===== src/rtl/zx_pkg.sv =====
// Shared constants and types for the ZX frame-memory write snoop.
// Screen window, ULA port decode, capture FSM states and access kinds.
package zx_pkg;

    localparam logic [15:0] SCREEN_BASE   = 16'h4000;
    localparam logic [15:0] SCREEN_LAST   = 16'h5AFF;
    localparam logic [15:0] ULA_PORT_MASK = 16'h0001;

    localparam int ADDR_W  = 13;
    localparam int DATA_W  = 8;
    localparam int ENTRY_W = ADDR_W + DATA_W;

    typedef enum logic [1:0] {
        S_IDLE   = 2'd0,
        S_WAIT   = 2'd1,
        S_COMMIT = 2'd2
    } snoop_state_e;

    typedef enum logic {
        KIND_MEM = 1'b0,
        KIND_IO  = 1'b1
    } access_kind_e;

    function automatic logic is_screen_addr(input logic [15:0] addr);
        return (addr >= SCREEN_BASE) && (addr <= SCREEN_LAST);
    endfunction

    function automatic logic is_ula_port(input logic [15:0] addr);
        return (addr & ULA_PORT_MASK) == 16'h0000;
    endfunction

endpackage


===== src/rtl/zx_sync_fifo.sv =====
// First-word-fall-through FIFO: head entry always on o_data; a push into a full
// FIFO is accepted only when a pop happens in the same cycle, otherwise o_drop.
module zx_sync_fifo #(
    parameter int DEPTH = 4,
    parameter int WIDTH = 21
) (
    input  logic             i_clk,
    input  logic             i_rst_n,
    input  logic             i_push,
    input  logic [WIDTH-1:0] i_data,
    input  logic             i_pop,
    output logic [WIDTH-1:0] o_data,
    output logic             o_empty,
    output logic             o_drop
);

    localparam int PTR_W = $clog2(DEPTH);
    localparam int CNT_W = PTR_W + 1;

    logic [WIDTH-1:0] r_mem [DEPTH];
    logic [PTR_W-1:0] r_wr_ptr;
    logic [PTR_W-1:0] r_rd_ptr;
    logic [CNT_W-1:0] r_count;

    logic w_full;
    logic w_pop;
    logic w_push;

    assign o_empty = (r_count == '0);
    assign w_full  = (r_count == CNT_W'(DEPTH));
    assign w_pop   = i_pop && !o_empty;
    assign w_push  = i_push && (!w_full || w_pop);
    assign o_drop  = i_push && w_full && !w_pop;
    assign o_data  = r_mem[r_rd_ptr];

    always_ff @(posedge i_clk or negedge i_rst_n) begin
        if (!i_rst_n) begin
            r_wr_ptr <= '0;
            r_rd_ptr <= '0;
            r_count  <= '0;
            for (int i = 0; i < DEPTH; i++) begin
                r_mem[i] <= '0;
            end
        end else begin
            if (w_push) begin
                r_mem[r_wr_ptr] <= i_data;
                r_wr_ptr        <= r_wr_ptr + PTR_W'(1);
            end
            if (w_pop) begin
                r_rd_ptr <= r_rd_ptr + PTR_W'(1);
            end
            case ({w_push, w_pop})
                2'b10:   r_count <= r_count + CNT_W'(1);
                2'b01:   r_count <= r_count - CNT_W'(1);
                default: r_count <= r_count;
            endcase
        end
    end

endmodule


===== src/rtl/z80_write_snoop.sv =====
// Snoops the asynchronous Z80 bus in the pixel clock domain; queues screen writes
// as {offset, data} for the frame-memory stage and tracks the ULA border colour.
module z80_write_snoop
    import zx_pkg::*;
#(
    parameter int DEPTH      = 4,
    parameter int DATA_DELAY = 2
) (
    input  logic        CLK,
    input  logic        RESET,
    input  logic [15:0] A,
    input  logic [7:0]  D,
    input  logic        WR,
    input  logic        MREQ,
    input  logic        IORQ,
    output logic        WR_VALID,
    input  logic        WR_READY,
    output logic [12:0] WR_ADDR,
    output logic [7:0]  WR_DATA,
    output logic [2:0]  BORDER,
    output logic        OVERFLOW
);

    localparam int DLY_W = 3;

    logic r_rst_meta;
    logic r_rst_sync;
    logic w_rst_n;

    logic        r_wr_s1,   r_wr_s2,   r_wr_prev;
    logic        r_mreq_s1, r_mreq_s2;
    logic        r_iorq_s1, r_iorq_s2;
    logic [15:0] r_a_s1,    r_a_s2;
    logic [7:0]  r_d_s1,    r_d_s2;
    logic        w_wr_fall;

    snoop_state_e        r_state, w_state_nxt;
    access_kind_e        r_kind,  w_kind_nxt;
    logic [DLY_W-1:0]    r_cnt,   w_cnt_nxt;
    logic [ADDR_W-1:0]   r_offset, w_offset_nxt;
    logic [DATA_W-1:0]   r_data,  w_data_nxt;
    logic                w_push;
    logic                w_border_load;

    logic [ENTRY_W-1:0]  w_head;
    logic                w_empty;
    logic                w_drop;
    logic [2:0]          r_border;
    logic                r_overflow;

    // Reset asserts immediately but releases only on a clock edge.
    always_ff @(posedge CLK or negedge RESET) begin
        if (!RESET) begin
            r_rst_meta <= 1'b0;
            r_rst_sync <= 1'b0;
        end else begin
            r_rst_meta <= 1'b1;
            r_rst_sync <= r_rst_meta;
        end
    end
    assign w_rst_n = r_rst_sync;

    always_ff @(posedge CLK or negedge w_rst_n) begin
        if (!w_rst_n) begin
            r_wr_s1   <= 1'b1;
            r_wr_s2   <= 1'b1;
            r_wr_prev <= 1'b1;
            r_mreq_s1 <= 1'b1;
            r_mreq_s2 <= 1'b1;
            r_iorq_s1 <= 1'b1;
            r_iorq_s2 <= 1'b1;
            r_a_s1    <= '1;
            r_a_s2    <= '1;
            r_d_s1    <= '1;
            r_d_s2    <= '1;
        end else begin
            r_wr_s1   <= WR;
            r_wr_s2   <= r_wr_s1;
            r_wr_prev <= r_wr_s2;
            r_mreq_s1 <= MREQ;
            r_mreq_s2 <= r_mreq_s1;
            r_iorq_s1 <= IORQ;
            r_iorq_s2 <= r_iorq_s1;
            r_a_s1    <= A;
            r_a_s2    <= r_a_s1;
            r_d_s1    <= D;
            r_d_s2    <= r_d_s1;
        end
    end

    assign w_wr_fall = r_wr_prev && !r_wr_s2;

    always_comb begin
        w_state_nxt   = r_state;
        w_kind_nxt    = r_kind;
        w_cnt_nxt     = r_cnt;
        w_offset_nxt  = r_offset;
        w_data_nxt    = r_data;
        w_push        = 1'b0;
        w_border_load = 1'b0;
        case (r_state)
            S_IDLE: begin
                if (w_wr_fall) begin
                    // Screen offset is kept directly; IO accesses never use it.
                    w_offset_nxt = ADDR_W'(r_a_s2 - SCREEN_BASE);
                    w_cnt_nxt    = DLY_W'(DATA_DELAY - 1);
                    if (!r_mreq_s2 && is_screen_addr(r_a_s2)) begin
                        w_kind_nxt  = KIND_MEM;
                        w_state_nxt = S_WAIT;
                    end else if (!r_iorq_s2 && is_ula_port(r_a_s2)) begin
                        w_kind_nxt  = KIND_IO;
                        w_state_nxt = S_WAIT;
                    end
                end
            end
            S_WAIT: begin
                if (r_cnt == '0) begin
                    w_data_nxt  = r_d_s2;
                    w_state_nxt = S_COMMIT;
                end else begin
                    w_cnt_nxt = r_cnt - DLY_W'(1);
                end
            end
            S_COMMIT: begin
                w_push        = (r_kind == KIND_MEM);
                w_border_load = (r_kind == KIND_IO);
                w_state_nxt   = S_IDLE;
            end
            default: w_state_nxt = S_IDLE;
        endcase
    end

    always_ff @(posedge CLK or negedge w_rst_n) begin
        if (!w_rst_n) begin
            r_state    <= S_IDLE;
            r_kind     <= KIND_MEM;
            r_cnt      <= '0;
            r_offset   <= '0;
            r_data     <= '0;
            r_border   <= 3'b000;
            r_overflow <= 1'b0;
        end else begin
            r_state  <= w_state_nxt;
            r_kind   <= w_kind_nxt;
            r_cnt    <= w_cnt_nxt;
            r_offset <= w_offset_nxt;
            r_data   <= w_data_nxt;
            if (w_border_load) begin
                r_border <= r_data[2:0];
            end
            if (w_drop) begin
                r_overflow <= 1'b1;
            end
        end
    end

    zx_sync_fifo #(
        .DEPTH (DEPTH),
        .WIDTH (ENTRY_W)
    ) u_fifo (
        .i_clk   (CLK),
        .i_rst_n (w_rst_n),
        .i_push  (w_push),
        .i_data  ({r_offset, r_data}),
        .i_pop   (WR_READY),
        .o_data  (w_head),
        .o_empty (w_empty),
        .o_drop  (w_drop)
    );

    assign WR_VALID = !w_empty;
    assign WR_ADDR  = w_head[ENTRY_W-1:DATA_W];
    assign WR_DATA  = w_head[DATA_W-1:0];
    assign BORDER   = r_border;
    assign OVERFLOW = r_overflow;

endmodule


===== config.mk =====
export PLATFORM = sky130hd
export DESIGN_NAME = z80_write_snoop
export DESIGN_NICKNAME = d
export VERILOG_FILES = /design/src/rtl/zx_pkg.sv /design/src/rtl/zx_sync_fifo.sv /design/src/rtl/z80_write_snoop.sv
export SDC_FILE = /design/constraint.sdc
export NUM_CORES = 1
export LEC_CHECK = 0
export CAP_MARGIN = 25
export CELL_PAD_IN_SITES_DETAIL_PLACEMENT = 0
export CELL_PAD_IN_SITES_GLOBAL_PLACEMENT = 1
export CORE_ASPECT_RATIO = 1.4
export CORE_UTILIZATION = 38
export CTS_BUF_LIST = sky130_fd_sc_hd__clkbuf_16
export DETAILED_ROUTE_END_ITERATION = 7
export GPL_TIMING_DRIVEN = 0
export PLACE_DENSITY = 0.65
export SLEW_MARGIN = 10
export SYNTH_ARGS = -nofsm -noshare
export SYNTH_HDL_FRONTEND = slang
export SYNTH_SLANG_ARGS = --single-unit

===== constraint.sdc =====
create_clock -name CLK -period 13.4 [get_ports CLK]
set_input_delay 2.68 -clock CLK [delete_from_list [all_inputs] [get_ports CLK]]
set_output_delay 2.68 -clock CLK [all_outputs]
set_load 0.005 [all_outputs]

==> flow_summary.json <==
{
  "r2r_end": "u_fifo.r_count[2]",
  "die_x_um": 115.8,
  "drt-total-wl_mm": 12.19,
  "reg2reg_from": "u_fifo.r_count[1]",
  "arrival_ns": 2.53,
  "finalSetupTns_ns": 0,
  "drive_above_1_share": 0.4989,
  "drc": 0,
  "cts.sinks": 179,
  "power_density_nw_per_um2": 194.1,
  "rsz0062_at_grt": "false",
  "area_growth_pct": 22.15,
  "antenna_cells": 0,
  "cts_resized": 0,
  "max-vdd-ir-drop_v": 0.00008506,
  "slowest_stage": "mux4_2",
  "path_clk_slew_ns": 0.06,
  "holdCritPathClass": "reg -> reg",
  "holdPathStages": 0,
  "synthTopCellsByArea": "dfrtp_1 45%, dfstp_2 21%, mux2_2 16%",
  "ant_nets": 0,
  "fp.coreArea_um2": 17540,
  "insertion_delay_ns": 0.42,
  "viasPerCell": 4.717,
  "cts_buffers": 17,
  "place.port_buffers": 55,
  "grt_pass1_wl_mm": 19.84,
  "cts.path.max_buffers": 2,
  "r2r_setup_slack_ns": 10.96,
  "row_count": 57,
  "p_leak_nw": 3.805,
  "synth_top_cell_by_area": "dfrtp_1",
  "syn_nets": 424,
  "htreeDepth": 4,
  "cts_hold_buf": 0,
  "holdPathEnd": "r_a_s2[9]",
  "vias": 3354,
  "finalSetupViolations": 0,
  "chipHeight_um": 161.4,
  "crit_family": "buffers and inverters",
  "finalHoldViolations": 0,
  "crit_fanout": 10,
  "tritoncts": "yes",
  "ff2ff_path_depth": 9,
  "syn_area_um2": 6893,
  "hold_slack_ns": 0.3521,
  "skew_ns": 0.004631,
  "cts_setup_buffers": 0,
  "initial_utilization": 0.3929,
  "yosysWarnings": 0,
  "synth_top_area_frac": 0.4502,
  "grt.total_usage": 0.1446,
  "gp_congestion": 0.6992,
  "drv_cap": 0,
  "io_pins": 56,
  "outcome": "completed",
  "antenna_found_initial": 0,
  "tightest_slew_ns": 0.7571,
  "syn_area_per_cell_um2": 17.86,
  "crit_required_ns": 10.72,
  "wl_per_cell_um": 17.15,
  "hpwl_mm": 8.067,
  "critPathBufInv": 3,
  "worst_setup_path_end_kind": "output port",
  "grt_max_degree": 69,
  "final.min_clock_period_ns": 5.212,
  "min-delay-start": "r_a_s1[9]",
  "ys_seq_elements": 179,
  "cp-start-kind": "flop",
  "clockRootBuffer": "clkbuf_16",
  "path_cells": "clkbuf_1 -> buf_2 -> mux4_2 -> clkdlybuf4s50_1",
  "drt_first_pass_iters": 4,
  "mostFrequentLayoutCell": "dfrtp_1",
  "fmax_ghz": 0.1919,
  "nets": 500,
  "drt_iter0_drc": 103,
  "overflow": 0,
  "grt_pass1_vias": 3680,
  "dieArea_um2": 18690,
  "synth_cells": 386,
  "ys_types": 38,
  "final_cell_mix": "123 x dfrtp_1, 100 x mux2_2, 55 x clkdlybuf4s50_1, 55 x dfstp_2, 21 x mux4_2",
  "crit_type": "reg -> out",
  "cpPeakStageDelay_ns": 0.59,
  "fin_crit_sh": 0.3889,
  "ys_seq_area_frac": 0.6598,
  "slew_headroom": 0.4953,
  "timing.final.max_slew_violations": 0
}
-- cell usage after synthesis --
cell type,count
nand3_1,2
or3_1,1
fa_1,1
nand2b_1,3
nor4b_1,1
nand3_2,3
nand4_1,1
o21ai_0,1
mux2_4,10
or4b_1,1
o31a_2,1
mux2i_1,1
a21oi_1,2
clkbuf_1,1
nand2_1,6
mux4_2,21
dfrtp_1,124
ha_1,7
buf_2,3
o211ai_1,1
nor2_1,3
nor2_2,1
nor4b_4,1
a21boi_0,2
buf_6,8
or3_2,1
xor2_1,3
nor3b_4,1
mux2_2,100
nor2b_1,1
nand3_4,1
buf_4,1
o41ai_1,1
buf_1,2
xnor2_1,3
dfstp_2,55
inv_1,10
conb_1,1
-- where the power goes --
part	switching, W	leakage [nW]	internal, W
Sequential	0.0000972	2.21	0.000667
Combinational	0.000133	1.28	0.000216
Clock	0.000195	0.311	0.000326
Total	0.000424	3.80	0.00121
-- kinds of logic (layout without fill, tap and decap cells) --
| family | after synthesis | in the layout | synth area share |
|---|---|---|---|
| multiplexers | 132 | 132 | 0.2552 |
| AND/OR/NAND/NOR | 27 | 27 | 0.02959 |
| other | 1 | 1 | 0.0005440 |
| buffers and inverters | 25 | 114 | 0.02342 |
| XOR/XNOR | 6 | 6 | 0.007625 |
| flip-flops | 179 | 179 | 0.6598 |
| AO/OA/AOI/OAI | 8 | 8 | 0.008168 |
| adder cells (fa/ha/maj) | 8 | 8 | 0.01561 |
-- worst register-to-register path, cell delays in order, from the launching register on --
cell and delay (ns):
dfrtp_1 0.43, or4b_1 0.52, buf_2 0.19, nand2_1 0.15
ha_1 0.21, inv_1 0.06, fa_1 0.37, xor2_1 0.15
nor2_1 0.13, xor2_1 0.15
-- routing by layer --
layer,up-vias,track usage,routed length [um]
met5,-,0,0
met4,0,0.05420,197
met3,14,0.03790,306
met2,45,0.2438,6482
met1,1775,0.1761,5206
li1,1520,-,-
-- worst max path at each step --
| stage | start | slack (ns) | to | cells past startpoint |
|---|---|---|---|---|
| floorplan | r_rst_sync | 8.14 | BORDER[0] | 0 |
| global placement | r_rst_sync | 6.48 | r_offset[4] | 0 |
| detailed placement | WR_READY | 8.32 | u_fifo.r_count[2] | 10 |
| CTS | u_fifo.r_rd_ptr[0] | 8.10 | WR_ADDR[2] | 4 |
| global route | u_fifo.r_rd_ptr[0] | 8.02 | WR_ADDR[10] | 4 |
| finish | u_fifo.r_rd_ptr[0] | 8.19 | WR_DATA[0] | 4 |
-- through the flow --
stage / util / cells / instance area, um^2 / setup slack (ns) / power [W]
6_report: 0.4799 / 711 / 8419 / 8.188 / 0.001634
5_1_grt: 0.4799 / 711 / 8419 / 8.024 / 0.001721
4_1_cts: 0.4799 / 711 / 8419 / 8.102 / 0.001662
3_5_place_dp: 0.4444 / 679 / 7797 / 8.317 / 0.001135
3_3_place_gp: 0.4411 / 677 / 7739 / 6.483 / 0.001114
2_1_floorplan: - / 386 / 6893 / 8.139 / 0.0009855
-- state kept, by name (all words and copies together) (netlist names), 8 cells and up --
name and cells:
r_d_s1 8, r_a_s2 16, r_data 8, u_fifo.r_mem 84
r_offset 13, r_d_s2 8, r_a_s1 16
-- layout make-up --
type / count / area (um^2)
plain buffers: 15 / 123.9
repair buffers: 57 / 605.6
flip-flops and latches: 179 / 4552
multi-input cells: 182 / 2183
clock inverters: 15 / 196.4
fillers: 1540 / 9125
clock buffers: 17 / 425.4
well taps: 236 / 295.3
inverters: 10 / 37.54
Power figures use the tool's default switching activity.
